[src/rtl/apb_uart_host_pkg.sv]
// Shared types and helpers for the APB host that fronts the uart_16550 register port.
package apb_uart_host_pkg;

    typedef enum logic [1:0] {
        ST_IDLE   = 2'd0,
        ST_SETUP  = 2'd1,
        ST_ACCESS = 2'd2
    } apb_state_e;

    localparam int unsigned DEF_FIFO_DEPTH = 4;
    localparam int unsigned DEF_ADDR_W     = 3;
    localparam int unsigned DEF_DATA_W     = 32;

    // Command word layout is {write, addr, wdata}
    function automatic int unsigned cmd_width(input int unsigned addr_w, input int unsigned data_w);
        return 1 + addr_w + data_w;
    endfunction

endpackage

[src/rtl/apb_uart_host_sync_fifo.sv]
// Synchronous command FIFO with registered occupancy count; push is refused while full.
module apb_uart_host_sync_fifo #(
    parameter int unsigned WIDTH = 36,
    parameter int unsigned DEPTH = 4
) (
    input  logic                     clk,
    input  logic                     rst_n,
    input  logic                     push,
    input  logic [WIDTH-1:0]         wdata,
    input  logic                     pop,
    output logic [WIDTH-1:0]         rdata,
    output logic                     full,
    output logic                     empty,
    output logic [$clog2(DEPTH):0]   count
);
    localparam int unsigned PTR_W = $clog2(DEPTH);
    localparam int unsigned CNT_W = PTR_W + 1;

    logic [WIDTH-1:0] mem_q [DEPTH];
    logic [PTR_W-1:0] wr_ptr_q, wr_ptr_d, rd_ptr_q, rd_ptr_d;
    logic [CNT_W-1:0] count_q, count_d;
    logic             do_push, do_pop;

    assign full    = (count_q == CNT_W'(DEPTH));
    assign empty   = (count_q == '0);
    assign do_push = push && !full;
    assign do_pop  = pop && !empty;
    assign rdata   = mem_q[rd_ptr_q];
    assign count   = count_q;

    always_comb begin
        wr_ptr_d = wr_ptr_q;
        rd_ptr_d = rd_ptr_q;
        if (do_push) wr_ptr_d = wr_ptr_q + PTR_W'(1);
        if (do_pop)  rd_ptr_d = rd_ptr_q + PTR_W'(1);
        count_d = count_q + CNT_W'(do_push) - CNT_W'(do_pop);
    end

    always_ff @(posedge clk or negedge rst_n) begin
        if (!rst_n) begin
            wr_ptr_q <= '0;
            rd_ptr_q <= '0;
            count_q  <= '0;
        end else begin
            wr_ptr_q <= wr_ptr_d;
            rd_ptr_q <= rd_ptr_d;
            count_q  <= count_d;
        end
    end

    // Storage needs no reset; occupancy is tracked by count_q
    always_ff @(posedge clk) begin
        if (do_push) mem_q[wr_ptr_q] <= wdata;
    end

endmodule

[src/rtl/apb_uart_host.sv]
// APB initiator for the uart_16550 slave: queues read/write commands and runs each
// as a fixed SETUP/ACCESS transfer (no PREADY), returning one response per command.
module apb_uart_host
    import apb_uart_host_pkg::*;
#(
    parameter int unsigned FIFO_DEPTH = DEF_FIFO_DEPTH,
    parameter int unsigned ADDR_W     = DEF_ADDR_W,
    parameter int unsigned DATA_W     = DEF_DATA_W
) (
    input  logic              PCLK,
    input  logic              PRESETn,
    input  logic              cmd_valid,
    output logic              cmd_ready,
    input  logic              cmd_write,
    input  logic [ADDR_W-1:0] cmd_addr,
    input  logic [DATA_W-1:0] cmd_wdata,
    output logic              rsp_valid,
    output logic              rsp_write,
    output logic [DATA_W-1:0] rsp_rdata,
    output logic              busy,
    output logic [ADDR_W-1:0] PADDR,
    output logic              PSELx,
    output logic              PENABLE,
    output logic              PWRITE,
    output logic [DATA_W-1:0] PWDATA,
    input  logic [DATA_W-1:0] PRDATA
);
    localparam int unsigned CMD_W = cmd_width(ADDR_W, DATA_W);
    localparam int unsigned CNT_W = $clog2(FIFO_DEPTH) + 1;

    logic             push, pop, full, empty;
    logic [CNT_W-1:0] count, count_next;
    logic [CMD_W-1:0] head;

    apb_state_e        state_q, state_d;
    logic [ADDR_W-1:0] paddr_q, paddr_d;
    logic [DATA_W-1:0] pwdata_q, pwdata_d;
    logic              pwrite_q, pwrite_d;
    logic              psel_q, psel_d, penable_q, penable_d;
    logic              rsp_valid_q, rsp_valid_d, rsp_write_q, rsp_write_d;
    logic [DATA_W-1:0] rsp_rdata_q, rsp_rdata_d;
    logic              busy_q, busy_d;

    assign push      = cmd_valid && !full;
    assign cmd_ready = !full;

    apb_uart_host_sync_fifo #(
        .WIDTH (CMD_W),
        .DEPTH (FIFO_DEPTH)
    ) u_fifo (
        .clk   (PCLK),
        .rst_n (PRESETn),
        .push  (push),
        .wdata ({cmd_write, cmd_addr, cmd_wdata}),
        .pop   (pop),
        .rdata (head),
        .full  (full),
        .empty (empty),
        .count (count)
    );

    // Next-state, FIFO pop and response decode
    always_comb begin
        state_d     = state_q;
        pop         = 1'b0;
        paddr_d     = paddr_q;
        pwrite_d    = pwrite_q;
        pwdata_d    = pwdata_q;
        rsp_valid_d = 1'b0;
        rsp_write_d = rsp_write_q;
        rsp_rdata_d = rsp_rdata_q;

        unique case (state_q)
            ST_IDLE: begin
                if (!empty) begin
                    pop                           = 1'b1;
                    {pwrite_d, paddr_d, pwdata_d} = head;
                    state_d                       = ST_SETUP;
                end
            end
            ST_SETUP: state_d = ST_ACCESS;
            ST_ACCESS: begin
                rsp_valid_d = 1'b1;
                rsp_write_d = pwrite_q;
                rsp_rdata_d = pwrite_q ? '0 : PRDATA;
                if (!empty) begin
                    pop                           = 1'b1;
                    {pwrite_d, paddr_d, pwdata_d} = head;
                    state_d                       = ST_SETUP;
                end else begin
                    state_d = ST_IDLE;
                end
            end
            default: state_d = ST_IDLE;
        endcase

        psel_d     = (state_d != ST_IDLE);
        penable_d  = (state_d == ST_ACCESS);
        count_next = count + CNT_W'(push) - CNT_W'(pop);
        busy_d     = (state_d != ST_IDLE) || (count_next != '0);
    end

    always_ff @(posedge PCLK or negedge PRESETn) begin
        if (!PRESETn) begin
            state_q     <= ST_IDLE;
            paddr_q     <= '0;
            pwrite_q    <= 1'b0;
            pwdata_q    <= '0;
            psel_q      <= 1'b0;
            penable_q   <= 1'b0;
            rsp_valid_q <= 1'b0;
            rsp_write_q <= 1'b0;
            rsp_rdata_q <= '0;
            busy_q      <= 1'b0;
        end else begin
            state_q     <= state_d;
            paddr_q     <= paddr_d;
            pwrite_q    <= pwrite_d;
            pwdata_q    <= pwdata_d;
            psel_q      <= psel_d;
            penable_q   <= penable_d;
            rsp_valid_q <= rsp_valid_d;
            rsp_write_q <= rsp_write_d;
            rsp_rdata_q <= rsp_rdata_d;
            busy_q      <= busy_d;
        end
    end

    assign PADDR     = paddr_q;
    assign PWRITE    = pwrite_q;
    assign PWDATA    = pwdata_q;
    assign PSELx     = psel_q;
    assign PENABLE   = penable_q;
    assign rsp_valid = rsp_valid_q;
    assign rsp_write = rsp_write_q;
    assign rsp_rdata = rsp_rdata_q;
    assign busy      = busy_q;

endmodule
[config.mk]
export PLATFORM = sky130hd
export DESIGN_NAME = apb_uart_host
export DESIGN_NICKNAME = d
export VERILOG_FILES = /design/src/rtl/apb_uart_host_pkg.sv /design/src/rtl/apb_uart_host_sync_fifo.sv /design/src/rtl/apb_uart_host.sv
export SDC_FILE = /design/constraint.sdc
export NUM_CORES = 1
export LEC_CHECK = 0
export CAP_MARGIN = 10
export CELL_PAD_IN_SITES_DETAIL_PLACEMENT = 1
export CELL_PAD_IN_SITES_GLOBAL_PLACEMENT = 1
export CORE_AREA = 5 5 140 169
export CTS_CLUSTER_SIZE = 10
export DETAILED_ROUTE_END_ITERATION = 10
export DIE_AREA = 0 0 145 174
export PLACE_DENSITY_LB_ADDON = 0.1
export SETUP_SLACK_MARGIN = 0.5
export SLEW_MARGIN = 15
export SYNTH_ARGS = -nofsm -noshare
export SYNTH_HDL_FRONTEND = slang
export SYNTH_SLANG_ARGS = --single-unit
[constraint.sdc]
create_clock -name PCLK -period 2.2 [get_ports PCLK]
set_input_delay 0.44 -clock PCLK [delete_from_list [all_inputs] [get_ports PCLK]]
set_output_delay 0.44 -clock PCLK [all_outputs]
set_load 0.01 [all_outputs]
==> impl_metrics.yaml <==
pwr:
  p_clk_frac: 0.221
  seqPwrFrac: 0.362
  swShare: 0.299
  cellLeakagePower_nw: 4.85
  finalPower_mw: 17.5
  combPwrFrac: 0.417
  ir_drop_uv: 809
  power_density_mw_per_mm2: 1420
  internal-power_mw: 12.3
  p_switching_mw: 5.24
floorplanning:
  num_rows: 60
  core_mm2: 0.0220
  boundaryPins: 145
  die_area_mm2: 0.0252
  die_h_um: 174
  die_w_um: 145
  start_util: 0.390
worst_setup_path:
  path_buf_inv: 1
  worstPathRequired_ns: 2.59
  r2r_slack_ns: -0.03
  worstSetupStartpointType: "flip-flop"
  slowest_delay_ns: 0.50
  critical_path.top_delay_family: "adder cells"
  worst-setup-path-type: "flip-flop to flip-flop"
  slowest_stage: "or4_1"
  end_kind: "flip-flop"
  crit_fanout: 2
  path_cells: "nor3_4 > nor2_2 > ha_1 > inv_2 > ha_4 > fa_2 > or4_1"
  crit_arrival_ns: 2.62
timing:
  hold_ws_ns: 0.371
  drv_slew: 0
  fin_crit_ns: 2.23
  grt_setup_unrepaired: "true"
  setup_viol: 1
  hold_viol_final: 0
  fin_crit_sh: 1.02
  finalClockSkew_ns: 0.0167
  fmax_mhz: 448
  timing.slew.headroom: 0.717
  worstMarginPinSlew_ns: 0.421
  layout_setup_ws_ns: -0.0337
global_route:
  grt_pass1_vias: 5541
  antenna_found_initial: 0
  grt-ovfl-total: 0
  grt_use_total: 0.161
  grt_first_pass_wirelength_um: 32500
  grt_max_degree: 41
clock_network:
  cts_tree: "done"
  clockBufferDepth: 3
  cts_root_buffer: "clkbuf_16"
  htree_levels: 1
  insertion_delay_ns: 0.52
  cts_sinks: 225
  clkSlewWorstSetupHoldPaths_ns: 0.06
  cts_buffers: 26
run_status:
  violations: "negative setup slack"
  status: "finished, violations left"
logic_synthesis:
  syn-cell-area_mm2: 0.00859
  syn_avg_cell_area_um2: 18.8
  syn_inst: 457
  synth.yosys.seq_area_share: 0.740
  syn_nets: 537
  ys_warn_count: 0
  ys_types: 26
  yosys_register_bits: 225
detailed_routing:
  via_count: 4815
  firstDrtPassIters: 4
  route.detailed.drc: 0
  final_antenna_net_count: 0
  routed_via_density: 4.90
  drt_iter0_drc: 157
  wl_um: 21200
  wire_per_inst_um: 21.6
placement:
  place_worst_setup_slack_ns: -0.249
  dp.cells: 885
  globalplace.congestion: 0.734
  port_buffers: 144
  hpwlAfterDp_um: 12400
hold_path:
  min_path_type: "input pin to async pin"
run:
  drv_cap: 0
final_layout:
  antennaDiodeCount: 0
  fin_cells: 982
  fin_nets: 763
  area_delta_synth_final_pct: 43.4
  drive_gt1_frac: 0.287
  nFillCells: 2026
-- placed cells by master (no fill, tap or decap), types with 2 or more instances in the layout --
master / n
and2_4: 4
buf_12: 23
buf_16: 12
buf_4: 13
buf_6: 22
buf_8: 3
clkbuf_1: 20
clkbuf_16: 31
clkdlybuf4s50_1: 69
dfrtp_1: 78
dfrtp_2: 3
dlygate4sd2_1: 72
edfxtp_1: 144
fa_2: 2
ha_1: 5
ha_4: 2
inv_1: 7
inv_2: 2
mux2_2: 12
mux2_4: 26
mux4_2: 36
nand2_1: 32
nand2b_1: 32
nor2_4: 2
o21ai_0: 30
o21ai_1: 2
xnor2_2: 2
xor2_1: 3
-- path summary, 6_finish.rpt --
check	depth (start not counted)	start	end
worst max-delay path	7	u_fifo.count[2]	busy
worst min-delay path	2	PRESETn	rsp_rdata[18]
worst max register to register	7	u_fifo.count[2]	busy
worst min register to register	2	rsp_rdata[20]	rsp_rdata[20]
max in group asynchronous	3	PRESETn	PWDATA[23]
min in group PCLK	2	rsp_rdata[20]	rsp_rdata[20]
-- per-stage QoR --
step	setup TNS (ns)	utilization	instance area [µm²]
floorplan	-0.0342	-	8610
global placement	-0.137	0.484	10600
detailed placement	-0.249	0.484	10600
CTS	-0.0560	0.548	12000
global route	-0.0857	0.560	12300
finish	-0.0337	0.560	12300
-- cell usage after synthesis --
master,instances,area [µm²]
a21boi_0,1,7.51
a21boi_2,1,11.3
and2_1,4,25.0
buf_2,7,35.0
buf_6,5,56.3
clkbuf_1,10,37.5
dfrtp_1,81,2030
edfxtp_1,144,4320
fa_1,2,40.0
ha_1,7,87.6
inv_1,9,33.8
mux2_2,20,225
mux2_4,18,270
mux2i_1,1,10.0
mux4_2,36,811
nand2_1,33,124
nand2b_1,33,206
nor2_1,3,11.3
nor2b_1,1,6.26
nor3_2,1,10.0
nor3b_1,1,7.51
o21ai_0,30,150
o21ai_1,2,10.0
or4_1,1,7.51
xnor2_1,3,26.3
xor2_1,3,26.3
-- cells by family after synthesis --
group | synth area share
compound gates | 0.0208
xor+xnor | 0.00612
fa+ha+maj | 0.0149
flops | 0.740
mux | 0.153
simple gates | 0.0463
buf+inv | 0.0189
-- power by group through the flow --
stage / registers [mW] / clock network, mW / logic, mW
after floorplan: 6.59 / 0 / 3.22
after global placement: 6.37 / 0 / 5.98
after detailed placement: 6.44 / 0 / 6.13
after CTS: 6.36 / 3.98 / 6.81
after global routing: 6.48 / 4.19 / 7.84
final: 6.35 / 3.87 / 7.30
-- state kept, by name (all words and copies together) (netlist names) --
name / flops
rsp_valid: 1
u_fifo.count: 3
PSELx: 1
u_fifo.rd_ptr_q: 2
rsp_rdata: 32
PENABLE: 1
rsp_write: 1
PADDR: 3
u_fifo.wr_ptr_q: 2
PWRITE: 1
state_q: 1
u_fifo.mem_q: 144
PWDATA: 32
busy: 1
-- per-layer routing --
layer | global-route usage | wire length [µm] | vias up
met4 | 0.0345 | 362 | 0
li1 | - | - | 2169
met5 | 0 | 0 | -
met1 | 0.206 | 8680 | 2467
met3 | 0.0355 | 1050 | 30
met2 | 0.284 | 11100 | 149
-- what timing repair did --
action / in CTS / in global routing
gates resized for setup: 114 / 31
hold endpoints to repair: 20 / 0
setup endpoints to repair: 234 / 170
cloned: 12 / 5
hold buffers: 1 / 0
pin swaps: 10 / 6
setup buffers: 26 / 5
-- final cells by class --
class / count / area (µm²) / share of cell area
clock buffer: 47 / 751 / 0.0610
clock inverter: 1 / 5.00 / 0.000406
timing repair buffer: 220 / 2620 / 0.213
tap: 279 / 349 / 0.0283
sequential: 225 / 6350 / 0.516
multi-input combinational: 201 / 2200 / 0.179
inverter: 9 / 33.8 / 0.00274
No activity file was read; power rests on OpenSTA's default activity.
